[src/rtl/mult_pkg.sv]
// Shared constants for the Booth multiplier: FSM encoding, Booth step decode
// and the last iteration index.
package mult_pkg;

  localparam logic [1:0] ST_IDLE = 2'd0;
  localparam logic [1:0] ST_RUN  = 2'd1;
  localparam logic [1:0] ST_DONE = 2'd2;

  localparam logic [1:0] BOOTH_NOP = 2'd0;
  localparam logic [1:0] BOOTH_ADD = 2'd1;
  localparam logic [1:0] BOOTH_SUB = 2'd2;

  localparam logic [4:0] LAST_ITER = 5'd31;

  // Radix-2 Booth recoding of the pair {Q[0], q_1}.
  function automatic logic [1:0] booth_decode(input logic q0, input logic q_1);
    unique case ({q0, q_1})
      2'b01:   booth_decode = BOOTH_ADD;
      2'b10:   booth_decode = BOOTH_SUB;
      default: booth_decode = BOOTH_NOP;
    endcase
  endfunction

endpackage

[src/rtl/cla_32.sv]
// 32-bit carry-lookahead adder: 4-bit lookahead groups with group
// generate/propagate chained between groups.
module cla_32 (
  input  logic [31:0] a_i,
  input  logic [31:0] b_i,
  input  logic        cin_i,
  output logic [31:0] sum_o,
  output logic        cout_o,
  output logic        ovf_o
);

  logic [31:0] gen;
  logic [31:0] prop;
  logic [32:0] c;
  logic [7:0]  grp_g;
  logic [7:0]  grp_p;

  // Carry network: group carries come from group G/P, bit carries within a group.
  always_comb begin
    gen   = a_i & b_i;
    prop  = a_i ^ b_i;
    c     = '0;
    c[0]  = cin_i;
    grp_g = '0;
    grp_p = '0;
    for (int j = 0; j < 8; j++) begin
      grp_g[j] = gen[4*j+3]
               | (prop[4*j+3] & gen[4*j+2])
               | (prop[4*j+3] & prop[4*j+2] & gen[4*j+1])
               | (prop[4*j+3] & prop[4*j+2] & prop[4*j+1] & gen[4*j]);
      grp_p[j] = prop[4*j+3] & prop[4*j+2] & prop[4*j+1] & prop[4*j];
      for (int k = 0; k < 3; k++) begin
        c[4*j+k+1] = gen[4*j+k] | (prop[4*j+k] & c[4*j+k]);
      end
      c[4*j+4] = grp_g[j] | (grp_p[j] & c[4*j]);
    end
  end

  // Sum and flags.
  always_comb begin
    sum_o  = prop ^ c[31:0];
    cout_o = c[32];
    ovf_o  = c[32] ^ c[31];
  end

endmodule

[src/rtl/mult_booth_32.sv]
// Multicycle signed 32x32 radix-2 Booth multiplier built around cla_32.
// Returns product[31:0], an overflow flag (product not representable in
// signed 32 bits) and a one-cycle ready pulse 33 cycles after start.
// Optional macro MULT_ZERO_SKIP_EN: a zero operand finishes in one cycle.
module mult_booth_32
  import mult_pkg::*;
#(
  parameter int unsigned WIDTH = 32,
  parameter int unsigned CNT_W = 5
) (
  input  logic             clock,
  input  logic             reset,
  input  logic             ctrl_MULT,
  input  logic [WIDTH-1:0] data_operandA,
  input  logic [WIDTH-1:0] data_operandB,
  output logic [WIDTH-1:0] data_result,
  output logic             data_exception,
  output logic             data_resultRDY
);

  logic [1:0]       state_q, state_d;
  logic [CNT_W-1:0] cnt_q, cnt_d;
  logic [WIDTH:0]   a_q, a_d;    // 33-bit accumulator so M = 0x80000000 stays exact
  logic [WIDTH-1:0] q_q, q_d;
  logic             q1_q, q1_d;
  logic [WIDTH-1:0] m_q, m_d;
  logic [WIDTH-1:0] result_q, result_d;
  logic             exc_q, exc_d;
  logic             rdy_q, rdy_d;

  logic [1:0]       booth;
  logic             sub;
  logic [WIDTH-1:0] cla_b;
  logic [WIDTH-1:0] cla_sum;
  logic             cla_cout;
  logic             mx_top;
  logic [WIDTH:0]   a_sel;
  logic [WIDTH:0]   a_next;
  logic [WIDTH-1:0] q_next;
  logic             q1_next;
  logic [WIDTH:0]   prod_hi;
  logic             exc_next;

  cla_32 u_cla (
    .a_i    (a_q[WIDTH-1:0]),
    .b_i    (cla_b),
    .cin_i  (sub),
    .sum_o  (cla_sum),
    .cout_o (cla_cout),
    .ovf_o  ()
  );

  // One Booth step: add/sub M into A, then arithmetic shift of {A, Q, q_1}.
  always_comb begin
    booth   = booth_decode(q_q[0], q1_q);
    sub     = (booth == BOOTH_SUB);
    cla_b   = sub ? ~m_q : m_q;
    mx_top  = sub ? ~m_q[WIDTH-1] : m_q[WIDTH-1];
    a_sel   = (booth == BOOTH_NOP) ? a_q : {a_q[WIDTH] ^ mx_top ^ cla_cout, cla_sum};
    {a_next, q_next, q1_next} = {a_sel[WIDTH], a_sel, q_q};
    // Product fits in signed 32 bits iff bits [63:31] are all equal.
    prod_hi  = {a_next[WIDTH-1:0], q_next[WIDTH-1]};
    exc_next = ~((prod_hi == '0) || (prod_hi == '1));
  end

  // Next-state: start has priority in every state and restarts the datapath.
  always_comb begin
    state_d  = state_q;
    cnt_d    = cnt_q;
    a_d      = a_q;
    q_d      = q_q;
    q1_d     = q1_q;
    m_d      = m_q;
    result_d = result_q;
    exc_d    = exc_q;
    rdy_d    = 1'b0;
    if (ctrl_MULT) begin
      m_d     = data_operandA;
      a_d     = '0;
      q_d     = data_operandB;
      q1_d    = 1'b0;
      cnt_d   = '0;
      state_d = ST_RUN;
`ifdef MULT_ZERO_SKIP_EN
      if ((data_operandA == '0) || (data_operandB == '0)) begin
        state_d  = ST_DONE;
        result_d = '0;
        exc_d    = 1'b0;
        rdy_d    = 1'b1;
      end
`endif
    end else begin
      case (state_q)
        ST_RUN: begin
          a_d   = a_next;
          q_d   = q_next;
          q1_d  = q1_next;
          cnt_d = cnt_q + 1'b1;
          if (cnt_q == LAST_ITER) begin
            state_d  = ST_DONE;
            result_d = q_next;
            exc_d    = exc_next;
            rdy_d    = 1'b1;
          end
        end
        ST_DONE: state_d = ST_IDLE;
        default: state_d = ST_IDLE;
      endcase
    end
  end

  // State and datapath registers, asynchronously cleared.
  always_ff @(posedge clock or posedge reset) begin
    if (reset) begin
      state_q  <= ST_IDLE;
      cnt_q    <= '0;
      a_q      <= '0;
      q_q      <= '0;
      q1_q     <= 1'b0;
      m_q      <= '0;
      result_q <= '0;
      exc_q    <= 1'b0;
      rdy_q    <= 1'b0;
    end else begin
      state_q  <= state_d;
      cnt_q    <= cnt_d;
      a_q      <= a_d;
      q_q      <= q_d;
      q1_q     <= q1_d;
      m_q      <= m_d;
      result_q <= result_d;
      exc_q    <= exc_d;
      rdy_q    <= rdy_d;
    end
  end

  assign data_result    = result_q;
  assign data_exception = exc_q;
  assign data_resultRDY = rdy_q;

endmodule

[config.mk]
export PLATFORM = sky130hd
export DESIGN_NAME = mult_booth_32
export DESIGN_NICKNAME = d
export VERILOG_FILES = /design/src/rtl/mult_pkg.sv /design/src/rtl/cla_32.sv /design/src/rtl/mult_booth_32.sv
export SDC_FILE = /design/constraint.sdc
export NUM_CORES = 1
export LEC_CHECK = 0
export CAP_MARGIN = 40
export CORE_UTILIZATION = 35
export CTS_CLUSTER_DIAMETER = 30
export CTS_CLUSTER_SIZE = 8
export DETAILED_ROUTE_END_ITERATION = 10
export PLACE_DENSITY = 0.66
export SLEW_MARGIN = 40
export SYNTH_ARGS = -nofsm -noshare
export SYNTH_HDL_FRONTEND = slang
export SYNTH_SLANG_ARGS = --single-unit
export TNS_END_PERCENT = 50
[constraint.sdc]
create_clock -name clock -period 14.26 [get_ports clock]
set_input_delay 2.139 -clock clock [delete_from_list [all_inputs] [get_ports clock]]
set_output_delay 2.139 -clock clock [all_outputs]
set_load 0.01 [all_outputs]
==> results.cfg <==
[run_status]
status = finished clean

[routing]
drt-pass1-iter-count = 4
postRouteAntennaNets = 0
post_drt_wl_per_cell_um = 16.05
vias = 5449
drc = 0
routed_wl_um = 17150
vias_per_cell = 5.097
drt_iter0_drc = 398

[sta]
skew_ns = 0.01159
fin_ws_ns = 8.753
fmax_mhz = 181.6
setup_violations = 0
hold_slack_ns = 0.5077
drv_slew = 0
setup-tns-final_ns = 0
tightest_slew_ns = 0.6843
relSlewSlack_pct = 54.38
hold_viol_final = 0
rsz0062_at_grt = no
fin_crit_ns = 5.507
final.period_utilization_pct = 38.62

[yosys]
synth-seq-area-share_pct = 44.70
synth-seq-cells = 138
synth_nets = 820
syn-instance-count = 695
avgSynthCellArea_um2 = 11.12
yosys_warnings = 0
synthDistinctLibCells = 49
syn-cell-area_um2 = 7726

[placement]
dpl_cell_area_um2 = 8961
hpwl_um = 11680
pre_cts_ws_ns = 8.750
gp_congestion = 0.8170
port_buffers = 100

[global_route]
use_met1_pct = 22.08
grt.busiest_layer = met2
grt_pass1_vias = 5590
grt_util_met2_pct = 24.98
track_usage_pct = 16.00
grt_pass1_wl_um = 28400
gr-usage-met3_pct = 2.909
antenna_found_initial = 0
grt_max_degree = 97
gr-total-overflow = 0

[setup_path]
worstSetupPathType = register to register
crit_fanout = 34
arrival_ns = 5.82
worstReg2RegEnd = data_exception$_DFFE_PP0P_
crit_path_start_kind = register
r2r-start = q1_q$_DFFE_PP0P_
end_kind = register
r2r_slack_ns = 8.75
critical_path_required_ns = 14.57
reg2regPathDepth = 19

[worst_hold_path]
hp-class = register to register
hold_depth = 1
hold_path_startpoint = data_result[17]$_DFFE_PP0P_
hold_end = data_result[17]$_DFFE_PP0P_

[layout]
multiInputGateArea_um2 = 4081
post-route-cell-area_um2 = 9574
syn2layout_area_growth_pct = 23.92
final_layout_size_suffix_gt1_share_pct = 14.48
final_cell_mix = dfrtp_1, clkdlybuf4s50_1, nand2_1
regArea_um2 = 3453
diodes = 0
layout_commonest_cell = dfrtp_1
nets = 906
fill_cells = 2002

[pwr]
power.share.switching_pct = 37.50
max-vdd-ir-drop_mv = 0.07509
comb_power_share_pct = 35.9
p_per_area_nw_per_um2 = 156.9
p_seq_share_pct = 35.1
leakagePower_nw = 4.485
pwr-share-clk_pct = 29.0
power_mw = 1.502
p_switching_mw = 0.5631
intPower_mw = 0.9387

[cts]
cts_hold_buf = 0
clkTransAtPathRegs_ns = 0.07
root_buffer = clkbuf_16
postCtsSetupBuffers = 0
cts_sinks = 138
cts_buffers = 17
htreeDepth = 4
cts_tree = built
cts-resized-gates = 0
clk_path_buf_depth = 2
clock_latency_ns = 0.42

[die]
die_w_um = 150.6
core_area_um2 = 21350
fp.dieArea_um2 = 22670
start_util_pct = 36.18
ioPinCount = 101
die_h_um = 150.6
core.rowCount = 53

[flow_run]
drv_cap = 0
==> critical path, cell delays in order, from the launching register on <==
cell      delay, ns
dfrtp_1        0.37
inv_1          0.06
ha_2           0.15
buf_4          0.43
xor2_1         0.26
ha_1           0.29
a21oi_1        0.13
nor2b_1        0.07
o31a_1         0.27
nor3_4         0.32
a21oi_1        0.12
nor2_1         0.12
inv_1          0.07
fa_1           0.42
fa_1           0.45
fa_1           0.48
mux2_2         0.30
or4_1          0.53
a2111o_1       0.35
a31o_1         0.21
==> cells by family (layout without fill, tap and decap cells) <==
family | Yosys count | after routing | synth area share [%]
simple gates | 171 | 171 | 10.25
flops | 138 | 138 | 44.70
mux | 120 | 120 | 16.60
compound gates | 117 | 117 | 9.036
fa+ha+maj | 58 | 58 | 11.63
buf+inv | 47 | 146 | 2.704
xor+xnor | 44 | 44 | 5.085
==> state kept, by name, summed over array words and instances, names as in the netlist <==
signal / flops
data_exception: 1
data_resultRDY: 1
m_q: 32
cnt_q: 5
data_result: 32
q_q: 32
a_q: 32
state_q: 2
q1_q: 1
==> cells in the mapped netlist (all sizes together) <==
| master | number | area, µm² |
|---|---|---|
| mux2i | 55 | 550.5 |
| ha | 35 | 437.9 |
| a311oi | 1 | 8.760 |
| o221ai | 1 | 8.760 |
| nor4 | 8 | 50.05 |
| a2111o | 1 | 11.26 |
| o31a | 1 | 8.760 |
| o21ai | 48 | 244.0 |
| a31oi | 2 | 12.51 |
| o211ai | 1 | 7.510 |
| o2bb2ai | 1 | 8.760 |
| or3 | 1 | 6.260 |
| nor3 | 9 | 56.31 |
| xor2 | 37 | 324.1 |
| mux2 | 65 | 732.0 |
| xnor2 | 7 | 68.82 |
| and2b | 1 | 7.510 |
| a211oi | 22 | 165.2 |
| clkbuf | 25 | 93.84 |
| nand3b | 1 | 7.510 |
| o21bai | 2 | 15.01 |
| dfrtp | 138 | 3453 |
| a31o | 1 | 8.760 |
| a21o | 2 | 15.01 |
| nor3b | 3 | 22.52 |
| nor2 | 46 | 172.7 |
| or4 | 3 | 22.52 |
| o41ai | 1 | 8.760 |
| a2111oi | 1 | 8.760 |
| inv | 6 | 22.52 |
| o21a | 1 | 7.510 |
| nor2b | 6 | 37.54 |
| and3 | 1 | 6.260 |
| fa | 23 | 460.4 |
| buf | 16 | 92.59 |
| nand4 | 14 | 87.58 |
| nand3 | 8 | 40.04 |
| a21oi | 30 | 150.1 |
| a211o | 1 | 8.760 |
| nand2 | 68 | 262.8 |
| nand2b | 2 | 12.51 |
==> power groups by stage <==
stage               Clock, mW  Sequential [mW]  Combinational (mW)
detailed placement          0            0.534               0.535
floorplan                   0            0.511               0.402
global placement            0            0.533               0.523
finish                  0.436            0.527               0.539
global route            0.461            0.539               0.614
CTS                     0.449            0.528               0.541
==> through the flow <==
| stage | cells | util (%) |
|---|---|---|
| 6_report | 1069 | 44.84 |
| 4_1_cts | 1068 | 44.69 |
| 5_1_grt | 1069 | 44.84 |
| 2_1_floorplan | 695 | - |
| 3_5_place_dp | 1036 | 41.97 |
| 3_3_place_gp | 1036 | 41.94 |
==> routing by layer <==
layer,wire (µm),up-vias
met5,0,-
li1,-,2642
met4,284,0
met3,495,16
met2,8065,101
met1,8309,2690
==> layout make-up <==
class | count | area share (%)
clock inverter | 15 | 1.634
clock buffer | 17 | 4.443
sequential | 138 | 36.07
tap | 275 | 3.594
inverter | 6 | 0.2875
timing repair buffer | 108 | 11.34
multi-input combinational | 510 | 42.63
==> how the worst max path moves through the flow <==
stage | to | cells after the start | startpoint
floorplan | a_q[0]$_DFFE_PP0P_ | 1 | reset
detailed placement | data_exception$_DFFE_PP0P_ | 19 | q1_q$_DFFE_PP0P_
CTS | data_exception$_DFFE_PP0P_ | 19 | q1_q$_DFFE_PP0P_
global route | data_exception$_DFFE_PP0P_ | 21 | q1_q$_DFFE_PP0P_
finish | data_exception$_DFFE_PP0P_ | 19 | q1_q$_DFFE_PP0P_
global placement | data_exception$_DFFE_PP0P_ | 21 | q1_q$_DFFE_PP0P_
(Power assumes the default switching activity.)
==> RTL edit: new RTL, config.mk and constraints unchanged <==
Set the parameter `CNT_W` to 10 (it was 5).
--- a/src/rtl/mult_booth_32.sv
+++ b/src/rtl/mult_booth_32.sv
@@ -7,5 +7,5 @@
 #(
   parameter int unsigned WIDTH = 32,
-  parameter int unsigned CNT_W = 5
+  parameter int unsigned CNT_W = 10
 ) (
   input  logic             clock,
Function: same outputs for any inputs over 10 cycles, from zero or initial values and one cycle with reset high; that may be too few to reach the edited logic, so the function may still have changed.
==> RTL edit against the original RTL <==
Worst setup slack lost 0.21 ns. First-iteration DRC count shrank 17%. Fmax shrank 3.8%. Clock skew grew 0.0021 ns. Sequential cell count grew 5. Hold slack lost 0.042 ns. Die area grew 3.2%. Total power grew 0.11%. Wire length grew 7.5%. Final area grew 2.5%. Sequential share of layout area grew 0.41 points. Synthesized area grew 3.3%. Highest routed layer unchanged.
==> RTL edit: results (changes against the original RTL) <==
status finished clean (unchanged); sequential area share after synthesis 44.9% (was 44.7%); H-tree levels 4 (unchanged); Lkg Pwr 4.66 nW (was 4.48 nW); final net count 1002 (was 906); worst clock skew 0.0137 ns (was 0.0116 ns); GPL Wtd Cong 0.863 (was 0.817); ranking of synthesized cells by area dfrtp_1 (45%), nand2_1 (7.6%), mux2i_1 (6.8%) (was dfrtp_1 (45%), mux2_2 (9.5%), mux2i_1 (7.1%)); Synth Area in Adders 11.1% (was 11.6%); Vias 5996 (was 5449); dpl hpwl 12.7 mm (was 11.7 mm); worst setup path class reg2reg (unchanged); share of cells above drive strength 1 8.87% (was 14.5%); Final min period 5.72 ns (was 5.51 ns); Synth Area in XOR/XNOR 5.49% (was 5.09%); synth cell count leaders nand2_1 (161), dfrtp_1 (143), nor2_1 (55) (was dfrtp_1 (138), nand2_1 (67), mux2_2 (65)); R2R setup slack 8.54 ns (was 8.75 ns); met3 global-route usage 3.52% (was 2.91%); number of global-route vias before repair 5990 (was 5590); Synth warnings 0 (unchanged); Hold Crit Start data_result[7]$_DFFE_PP0P_ (was data_result[17]$_DFFE_PP0P_); synth unique cells 47 (was 49); worst skew pair latency around 0.43 ns; post-synthesis mux area share 11.4% (was 16.6%); Initial DRC Count 329 (was 398); met1 usage 22.5% (was 22.1%); Compound-Gate Fraction of Synth Area 8.27% (was 9.04%); input/output buffers 100 (unchanged); 1st-pass router iterations 5 (was 4); Rel. slew slack 47.3% (was 54.4%); largest net degree at the start of global routing 93 (was 97); Placement Setup Slack 8.57 ns (was 8.75 ns); Final Setup Violations 0 (unchanged); CTS Hold Bufs 0 (unchanged); CTS buffer count 17 (unchanged); met2 usage 26.3% (was 25.0%); first-pass GRT wire length 31.0 mm (was 28.4 mm); gr usage total 16.7% (was 16.0%); worst vdd ir 93.7 µV (was 75.1 µV); Post-Syn Nets 922 (was 820); DR WL/cell 15.7 µm (was 16.0 µm); CP Data Arrival Time 6.04 ns (was 5.82 ns)
RTL edit: worst paths after layout:
kind / end / depth (start not counted)
setup / recovery: data_exception$_DFFE_PP0P_ / 21
hold / removal: data_result[7]$_DFFE_PP0P_ / 2
setup reg to reg: data_exception$_DFFE_PP0P_ / 21
hold reg to reg: data_result[7]$_DFFE_PP0P_ / 2
max in group asynchronous: m_q[16]$_DFFE_PP0P_ / 3
min in group asynchronous: data_result[10]$_DFFE_PP0P_ / 2
RTL edit: cells by family after synthesis:
logic type                 after synthesis
adders and majority gates               57
AOI/OAI and AO/OA                      113
buffers and inverters                   48
DFF                                    143
muxes                                   87
and+or+nand+nor                        300
xor gates and xnor gates                50
RTL edit: area by class of cell:
cell class                      count  area, µm²
Multi-Input combinational cell    607       4240
Timing Repair Buffer              106       1050
Sequential cell                   143       3580
Clock buffer                       19        443
Clock inverter                     13        129
Inverter                            3       18.8
Fill cell                        2052      12300
Tap cell                          280        350
RTL edit: per-stage QoR:
step	hold WS [ns]	instance area (µm²)	std cells
6_report	0.466	9810	1171
5_1_grt	0.499	9810	1171
4_1_cts	0.469	9810	1171
3_5_place_dp	0.455	9240	1139
3_3_place_gp	0.449	9220	1139
2_1_floorplan	0.467	7980	798
RTL edit: routing by layer:
layer	vias up	share of wire, %
li1	2917	-
met1	2917	47
met2	131	47
met3	31	4.3
met4	0	1.9
met5	-	0
RTL edit: power breakdown:
group | total, mW | switching, mW | internal [mW]
combinational | 0.527 | 0.288 | 0.239
clock | 0.433 | 0.185 | 0.248
sequential | 0.544 | 0.0851 | 0.459
